File: src/rtl/byte_serial_add_pkg.sv
// Shared types and constants for the byte-serial adder sequencer.
package byte_serial_add_pkg;

  localparam int unsigned BYTE_W         = 8;
  localparam int unsigned NBYTES_DEFAULT = 4;

  typedef enum logic [1:0] {
    StIdle = 2'd0,
    StRun  = 2'd1,
    StDone = 2'd2
  } state_e;

endpackage

File: src/rtl/byte_add8.sv
// Combinational 8-bit ripple-carry adder built from a chain of full adders.
module byte_add8
  import byte_serial_add_pkg::*;
(
  input  logic [BYTE_W-1:0] a,
  input  logic [BYTE_W-1:0] b,
  input  logic              cin,
  output logic [BYTE_W-1:0] s,
  output logic              co
);

  logic c;

  always_comb begin
    c = cin;
    s = '0;
    for (int i = 0; i < BYTE_W; i++) begin
      s[i] = a[i] ^ b[i] ^ c;
      c    = (a[i] & b[i]) | (c & (a[i] ^ b[i]));
    end
    co = c;
  end

endmodule

File: src/rtl/byte_serial_add_ctrl.sv
// Adds two NBYTES-wide operands one byte per clock through a single shared 8-bit adder.
// Define BYTE_SERIAL_ADD_SUB_EN to add the 'sub' port (a - b via inverted B and carry-in 1).
module byte_serial_add_ctrl
  import byte_serial_add_pkg::*;
#(
  parameter int unsigned NBYTES = NBYTES_DEFAULT
) (
  input  logic                     clk,
  input  logic                     rst,
  input  logic                     start,
  input  logic [NBYTES*BYTE_W-1:0] a,
  input  logic [NBYTES*BYTE_W-1:0] b,
`ifdef BYTE_SERIAL_ADD_SUB_EN
  input  logic                     sub,
`endif
  output logic                     busy,
  output logic                     done,
  output logic [NBYTES*BYTE_W-1:0] sum,
  output logic                     cout
);

  localparam int unsigned IDXW = (NBYTES > 1) ? $clog2(NBYTES) : 1;
  localparam logic [IDXW-1:0] IdxLast = IDXW'(NBYTES - 1);

  state_e                          state_q, state_d;
  logic [IDXW-1:0]                 idx_q, idx_d;
  logic                            carry_q, carry_d;
  logic                            cout_q, cout_d;
  logic [NBYTES-1:0][BYTE_W-1:0]   a_q, a_d, b_q, b_d, sum_q, sum_d;
  logic                            sub_q, sub_d;
  logic [BYTE_W-1:0]               add_a, add_b, add_s;
  logic                            add_co;

`ifdef BYTE_SERIAL_ADD_SUB_EN
  logic sub_in;
  assign sub_in = sub;
`else
  logic sub_in;
  assign sub_in = 1'b0;
`endif

  // Subtraction feeds the one's complement of B; the +1 comes from the initial carry.
  assign add_a = a_q[idx_q];
  assign add_b = b_q[idx_q] ^ {BYTE_W{sub_q}};

  byte_add8 u_byte_add8 (
    .a   (add_a),
    .b   (add_b),
    .cin (carry_q),
    .s   (add_s),
    .co  (add_co)
  );

  always_comb begin
    state_d = state_q;
    idx_d   = idx_q;
    carry_d = carry_q;
    cout_d  = cout_q;
    a_d     = a_q;
    b_d     = b_q;
    sub_d   = sub_q;
    sum_d   = sum_q;
    unique case (state_q)
      StIdle: begin
        if (start) begin
          a_d     = a;
          b_d     = b;
          sub_d   = sub_in;
          idx_d   = '0;
          carry_d = sub_in;
          state_d = StRun;
        end
      end
      StRun: begin
        sum_d[idx_q] = add_s;
        carry_d      = add_co;
        if (idx_q == IdxLast) begin
          cout_d  = add_co;
          state_d = StDone;
        end else begin
          idx_d = idx_q + 1'b1;
        end
      end
      StDone: begin
        state_d = StIdle;
      end
      default: begin
        state_d = StIdle;
      end
    endcase
  end

  always_ff @(posedge clk) begin
    if (rst) begin
      state_q <= StIdle;
      idx_q   <= '0;
      carry_q <= 1'b0;
      cout_q  <= 1'b0;
      a_q     <= '0;
      b_q     <= '0;
      sub_q   <= 1'b0;
      sum_q   <= '0;
    end else begin
      state_q <= state_d;
      idx_q   <= idx_d;
      carry_q <= carry_d;
      cout_q  <= cout_d;
      a_q     <= a_d;
      b_q     <= b_d;
      sub_q   <= sub_d;
      sum_q   <= sum_d;
    end
  end

  assign busy = (state_q != StIdle);
  assign done = (state_q == StDone);
  assign sum  = sum_q;
  assign cout = cout_q;

endmodule

File: config.mk
export PLATFORM = sky130hd
export DESIGN_NAME = byte_serial_add_ctrl
export DESIGN_NICKNAME = d
export VERILOG_FILES = /design/src/rtl/byte_serial_add_pkg.sv /design/src/rtl/byte_add8.sv /design/src/rtl/byte_serial_add_ctrl.sv
export SDC_FILE = /design/constraint.sdc
export NUM_CORES = 1
export LEC_CHECK = 0
export ABC_AREA = 1
export CAP_MARGIN = 40
export CORE_AREA = 2 2 106 108
export DETAILED_ROUTE_END_ITERATION = 7
export DIE_AREA = 0 0 108 110
export PLACE_DENSITY = 0.75
export RECOVER_POWER = 50
export SETUP_SLACK_MARGIN = 0.3
export SLEW_MARGIN = 0
export SYNTH_ARGS = -nofsm -noshare
export SYNTH_HDL_FRONTEND = slang
export SYNTH_SLANG_ARGS = --single-unit
File: constraint.sdc
create_clock -name clk -period 4.94 [get_ports clk]
set_input_delay 1.482 -clock clk [delete_from_list [all_inputs] [get_ports clk]]
set_output_delay 1.482 -clock clk [all_outputs]
set_load 0.02 [all_outputs]
==> flow_metrics.env <==
export IMPL_multi_input_area_mm2=0.001956
export IMPL_slew_headroom_pct=9.671
export IMPL_crit_family="adder cells"
export IMPL_netlist_area_mm2=0.004219
export IMPL_port_buffers=101
export IMPL_p_per_area_mw_per_mm2=333.0
export IMPL_finalCoreUtilization_pct=51.42
export IMPL_finalCriticalPeriod_ns=4.320
export IMPL_ctsHoldBuffers=0
export IMPL_finalCritPeriodShare_pct=87.45
export IMPL_clkTransAtPathRegs_ns=0.10
export IMPL_synth_seq_area_share_pct=48.40
export IMPL_fillers=1058
export IMPL_ir_drop_uv=143.3
export IMPL_outcome="completed"
export IMPL_worstMarginPinSlew_ns=1.355
export IMPL_grt_pass1_wl_um=17970
export IMPL_die_area_mm2=0.01188
export IMPL_die_x_um=108
export IMPL_io_pins=102
export IMPL_crit_buf_inv=5
export IMPL_n_antenna_cell=0
export IMPL_criticalPathCategory="reg2reg"
export IMPL_avgSynthCellArea_um2=7.363
export IMPL_area_growth_pct=30.37
export IMPL_yosysWarnings=0
export IMPL_placed_area_mm2=0.005326
export IMPL_drtIter0Drc=179
export IMPL_finClkSkew_ns=0.01119
export IMPL_dpl_worst_slack_ns=0.6928
export IMPL_drive_above_1_share_pct=4.341
export IMPL_cts_sinks=102
export IMPL_hold_viol_final=0
export IMPL_antenna_found_initial=0
export IMPL_p_leak_nw=2.339
export IMPL_final_setup_worst_slack_ns=0.6198
export IMPL_start_kind="flop"
export IMPL_htree_num_levels=3
export IMPL_wl_per_cell_um=14.01
export IMPL_root_buffer="clkbuf_8"
export IMPL_end_kind="flop"
export IMPL_design_area_mm2=0.005500
export IMPL_synth_fp_nets=652
export IMPL_start_util_pct=39.44
export IMPL_timing_hold_ws_ns=0.4928
export IMPL_core_area_mm2=0.01070
export IMPL_cts_buffer_depth=2
export IMPL_postCtsResizedCells=0
export IMPL_cpMostUsedCell="fa_1"
export IMPL_grt_util_all_layers_pct=19.42
export IMPL_vias=3972
export IMPL_total_power_mw=1.832
export IMPL_rsz0062_at_grt="no"
export IMPL_drc=0
export IMPL_critPathMaxFanout=11
export IMPL_grt_overflow=0
export IMPL_critPathSlowestCell="fa_1"
export IMPL_vias_per_cell=4.916
export IMPL_setup_viol_count_final=0
export IMPL_cts_tree="done"
export IMPL_critPathRequiredTime_ns=5.24
export IMPL_final_nets=742
export IMPL_clk_latency_ns=0.37
export IMPL_final_setup_tns_ns=0
export IMPL_grt_pass1_vias=3766
export IMPL_dr_pass1_iters=4
export IMPL_synth_seq_cells=102
export IMPL_worstPathArrival_ns=4.62
export IMPL_crit_path_max_incr_delay_ns=0.42
export IMPL_fmax_mhz=231.5
export IMPL_routed_wl_um=11320
export IMPL_postCtsSetupBuffers=0
export IMPL_gp_congestion=0.8765
export IMPL_maxCapViolCount=0
export IMPL_cts_made_buffers=9
export IMPL_crit_chain="inv_1, o21ai_0, o22ai_1, fa_1, inv_1, fa_1, inv_1, fa_1, fa_1, fa_1, fa_1, fa_1, inv_1, fa_1, inv_1, nor2_1, nor2_1"
export IMPL_final_max_slew_viol_count=0
export IMPL_drt_antenna_violating_nets=0
export IMPL_hold_class="reg2reg"
export IMPL_final_common_cell="nor2_1"
export IMPL_mostFrequentLayoutCells="226 x nor2_1, 114 x o21ai_0, 102 x dfxtp_1, 79 x clkdlybuf4s50_1, 31 x nand2_1"
export IMPL_syn_inst=573
export IMPL_ys_types=21
export IMPL_hpwlAfterDp_um=8641
export IMPL_die_h_um=110
export IMPL_place_inst=792
export IMPL_regArea_mm2=0.002042
export IMPL_grt_max_degree=49
export IMPL_stdcell_count=808
export IMPL_rows=38
[final cells by class]
class	instances	area share [%]
Clock buffer	10	2.502
Inverter	18	1.228
Multi-Input combinational cell	421	35.56
Sequential cell	102	37.12
Clock inverter	6	0.7962
Tap cell	140	3.185
Timing Repair Buffer	111	19.61
[cell families after synthesis]
logic type,count (synthesis),synth area share (%)
compound gates,137,16.61
fa+ha+maj,12,4.982
buf+inv,50,5.249
flops,102,48.40
simple gates,272,24.76
[routing by layer]
| metal | part of all wire, % | global-route usage (%) | vias to the layer above |
|---|---|---|---|
| met2 | 49 | 34.14 | 134 |
| li1 | - | - | 2025 |
| met3 | 5.7 | 4.762 | 19 |
| met4 | 2.0 | 5.586 | 0 |
| met5 | 0 | 0 | - |
| met1 | 44 | 23.69 | 1794 |
[cell usage after synthesis (all sizes together)]
cell / instances / area share, %
nor2: 228 / 20
o21ai: 122 / 14
dfxtp: 102 / 48
nand2: 33 / 3.1
clkbuf: 18 / 1.7
inv: 17 / 1.5
buf: 14 / 2.0
o22ai: 12 / 1.8
nand3: 11 / 1.3
fa: 8 / 3.8
ha: 4 / 1.2
a21oi: 3 / 0.36
clkinv: 1 / 0.089
[state kept, by name, indices dropped and copies added, names as in the netlist]
name     count
state_q      2
b_q         32
idx_q        2
sum         32
cout         1
a_q         32
carry_q      1
[power breakdown]
group / switching, mW / internal [mW]
clock network: 0.286 / 0.200
logic: 0.252 / 0.175
registers: 0.0375 / 0.882
[worst paths after layout]
check	from	endpoint	slack [ns]	cells past startpoint
setup / recovery	idx_q[0]	sum[23]	0.62	17
hold / removal	a_q[20]	a_q[20]	0.49	2
setup reg to reg	idx_q[0]	sum[23]	0.62	17
hold reg to reg	a_q[20]	a_q[20]	0.49	2
[worst register-to-register path: cells and delay by family, from the launching register on]
kind                       cells  cell delay (ns)
adders and majority gates      8             2.91
and+or+nand+nor                2             0.16
DFF                            1             0.37
AOI/OAI and AO/OA              2             0.31
buffers and inverters          5             0.49
No activity file was read; power rests on OpenSTA's default activity.
==> variant: new RTL, same settings <==
The 3 states of `state_e` get a one-hot encoding in 3 bits.
--- a/src/rtl/byte_serial_add_pkg.sv
+++ b/src/rtl/byte_serial_add_pkg.sv
@@ -4,10 +4,10 @@
   localparam int unsigned BYTE_W         = 8;
   localparam int unsigned NBYTES_DEFAULT = 4;
 
-  typedef enum logic [1:0] {
-    StIdle = 2'd0,
-    StRun  = 2'd1,
-    StDone = 2'd2
+  typedef enum logic [2:0] {
+    StIdle = 3'b001,
+    StRun  = 3'b010,
+    StDone = 3'b100
   } state_e;
 
 endpackage
Function: no difference found for any inputs over 10 cycles, from zero or initial values and one cycle with rst high; not proved beyond that.
==> variant against the unedited design <==
The flow now finishes with violations (capacitance limit, slew limit); sequential share of layout area down 0.38 points; design area up 2.1%; wire length fell by 3.5%; synthesized area increased by 2.3%; clock skew decreased by 0.0053 ns; sequential cell count rose by 1; setup slack worse by 0.10 ns; power decreased by 8.4%; highest routed layer unchanged.
==> variant: results (changes against the unedited design) <==
* Status: finished, violations left (was finished, final reports clean)
* Failing checks: capacitance limit, slew limit
* Met1 global-route usage at 0.258 (was 0.237)
* R2R depth at 17 (unchanged)
* Most area-consuming cells after synthesis: dfxtp_1, nor2_1, o21ai_0 (unchanged)
* R2R Setup Slk at 0.52 ns (was 0.62 ns)
* Hold Path Class: flip-flop to flip-flop (unchanged)
* Hold_ws at 0.487 ns (was 0.493 ns)
* Worst Hold Endpoint: sum[11] (was a_q[20])
* DR pass1 iterations at 6 (was 4)
* Skew-Pair Late Insertion Delay at 0.37 ns (about the same)
* Vias per cell at 4.94 (was 4.92)
* Clock skew at 0.00586 ns (was 0.0112 ns)
* Ys Warns at 0 (unchanged)
* CP max stage cell: dfxtp_1 (was fa_1)
* Peak fanout along the critical path at 6 (was 11)
* Global routing usage on met2 at 0.308 (was 0.341)
* Max-cap viol count at 1 (was 0)
* Largest net degree at the start of global routing at 70 (was 49)
* Async S/R FF share, synth at 0 (unchanged)
* Total congestion overflow at 0 (unchanged)
* First-pass GRT wire length at 17.7 mm (was 18.0 mm)
* Number of global-route vias before repair at 3,694 (was 3,766)
* Worst Path Arrival at 4.73 ns (was 4.62 ns)
* GPL Wtd Cong at 0.868 (was 0.877)
* Hold wc startpoint: sum[11] (was a_q[20])
* Synth Net Count at 638 (was 652)
* DR WL/cell at 13.7 µm (was 14.0 µm)
* Relative slew slack at -0.319 (was 0.0967)
* Grt met3 use at 0.0388 (was 0.0476)
* Fill cell count at 993 (was 1,058)
* R2R Path End: sum[7] (was sum[23])
* Maximum clock rate at 226 MHz (was 231 MHz)
* Distinct cell type count after synthesis at 25 (was 21)
* Hpwl dp at 8.13 mm (was 8.64 mm)
* Delay-heaviest family, CP: adder cells (unchanged)
* Max-slew violations at 67 (was 0)
* Switching Power at 474 µW (was 575 µW)
* Most frequent cells after synthesis: nor2_1, o21ai_0, dfxtp_1 (unchanged)
* Total GRT Usage at 0.191 (was 0.194)
* Layout cells sized above 1 at 0.0744 (was 0.0434)
* Leakage at 2.32 nW (was 2.34 nW)
* Setup Slack @ Placement at 0.482 ns (was 0.693 ns)
* Register area share after synthesis at 0.478 (was 0.484)
* Nets at 733 (was 742)
* Peak VDD IR at 0.123 mV (was 0.143 mV)
[variant: cell types whose count changed in the layout (fill, tap and decap cells not counted), sizes merged, moves of 3 or more]
| cell | before | now |
|---|---|---|
| nand2 | 33 | 6 |
| clkdlybuf4s50 | 79 | 66 |
| dlygate4sd3 | 22 | 35 |
| inv | 20 | 12 |
| o21ai | 122 | 130 |
| buf | 8 | 13 |
| clkinv | 3 | 7 |
| nand3 | 11 | 7 |
| o22a | 0 | 4 |
| clkinvlp | 1 | 4 |
[variant: cells by family (layout without fill, tap and decap cells)]
logic type,Yosys count,count (layout),synth area share
buffers and inverters,50,150,0.0620
and+or+nand+nor,244,244,0.226
DFF,103,103,0.478
AOI/OAI and AO/OA,150,150,0.185
adders and majority gates,12,12,0.0487
[variant: cell type report]
cell class / instances / area share
Tap cell: 140 / 0.0312
Timing Repair Buffer: 117 / 0.200
Inverter: 17 / 0.0154
Clock inverter: 6 / 0.00802
Sequential cell: 103 / 0.367
Clock buffer: 10 / 0.0245
Multi-Input combinational cell: 406 / 0.354
[variant: what timing repair did]
item / in CTS / in global routing
setup buffers: 0 / 6
gates resized for setup: 0 / 3
endpoints found under the hold margin: 0 / 0
hold buffers: 0 / 0
setup endpoints to repair: 0 / 4
[variant: worst max path at each step]
stage              from  endpoint  depth (start not counted)
6_report       idx_q[0]    sum[7]                         17
3_5_place_dp   idx_q[1]   sum[15]                         17
3_3_place_gp   idx_q[1]    sum[7]                         17
2_1_floorplan  idx_q[0]   sum[15]                         18
4_1_cts        idx_q[1]    sum[7]                         17
5_1_grt             rst   b_q[29]                          5
[variant: stage by stage]
stage | total power, mW | std cells | area (µm²)
detailed placement | 1.21 | 777 | 5400
finish | 1.68 | 799 | 5620
CTS | 1.69 | 793 | 5580
global placement | 1.20 | 776 | 5380
global route | 1.76 | 799 | 5620
floorplan | 1.09 | 559 | 4320
[variant: power by group through the flow]
stage,logic [mW],clock network [mW],registers (mW)
2_1_floorplan,0.169,0,0.923
3_3_place_gp,0.267,0,0.933
3_5_place_dp,0.275,0,0.934
4_1_cts,0.276,0.497,0.915
5_1_grt,0.307,0.535,0.921
6_report,0.276,0.487,0.915
[variant: worst reg2reg max path, cell delays in order, from the launching register on]
cell and delay, ns:
dfxtp_1 0.41, clkinvlp_4 0.18, o21ai_0 0.18, o22ai_1 0.11
fa_1 0.40, inv_1 0.08, fa_1 0.15, inv_1 0.05
fa_1 0.41, fa_1 0.40, fa_1 0.40, fa_1 0.41
fa_1 0.38, inv_1 0.08, fa_1 0.41, inv_1 0.13
o21ai_0 0.10, nor2_1 0.11
[variant: routing by layer]
metal  wire, µm  part of all wire
met5          0                 0
met4        220             0.020
met3        859             0.079
met2       4940              0.45
met1       4910              0.45
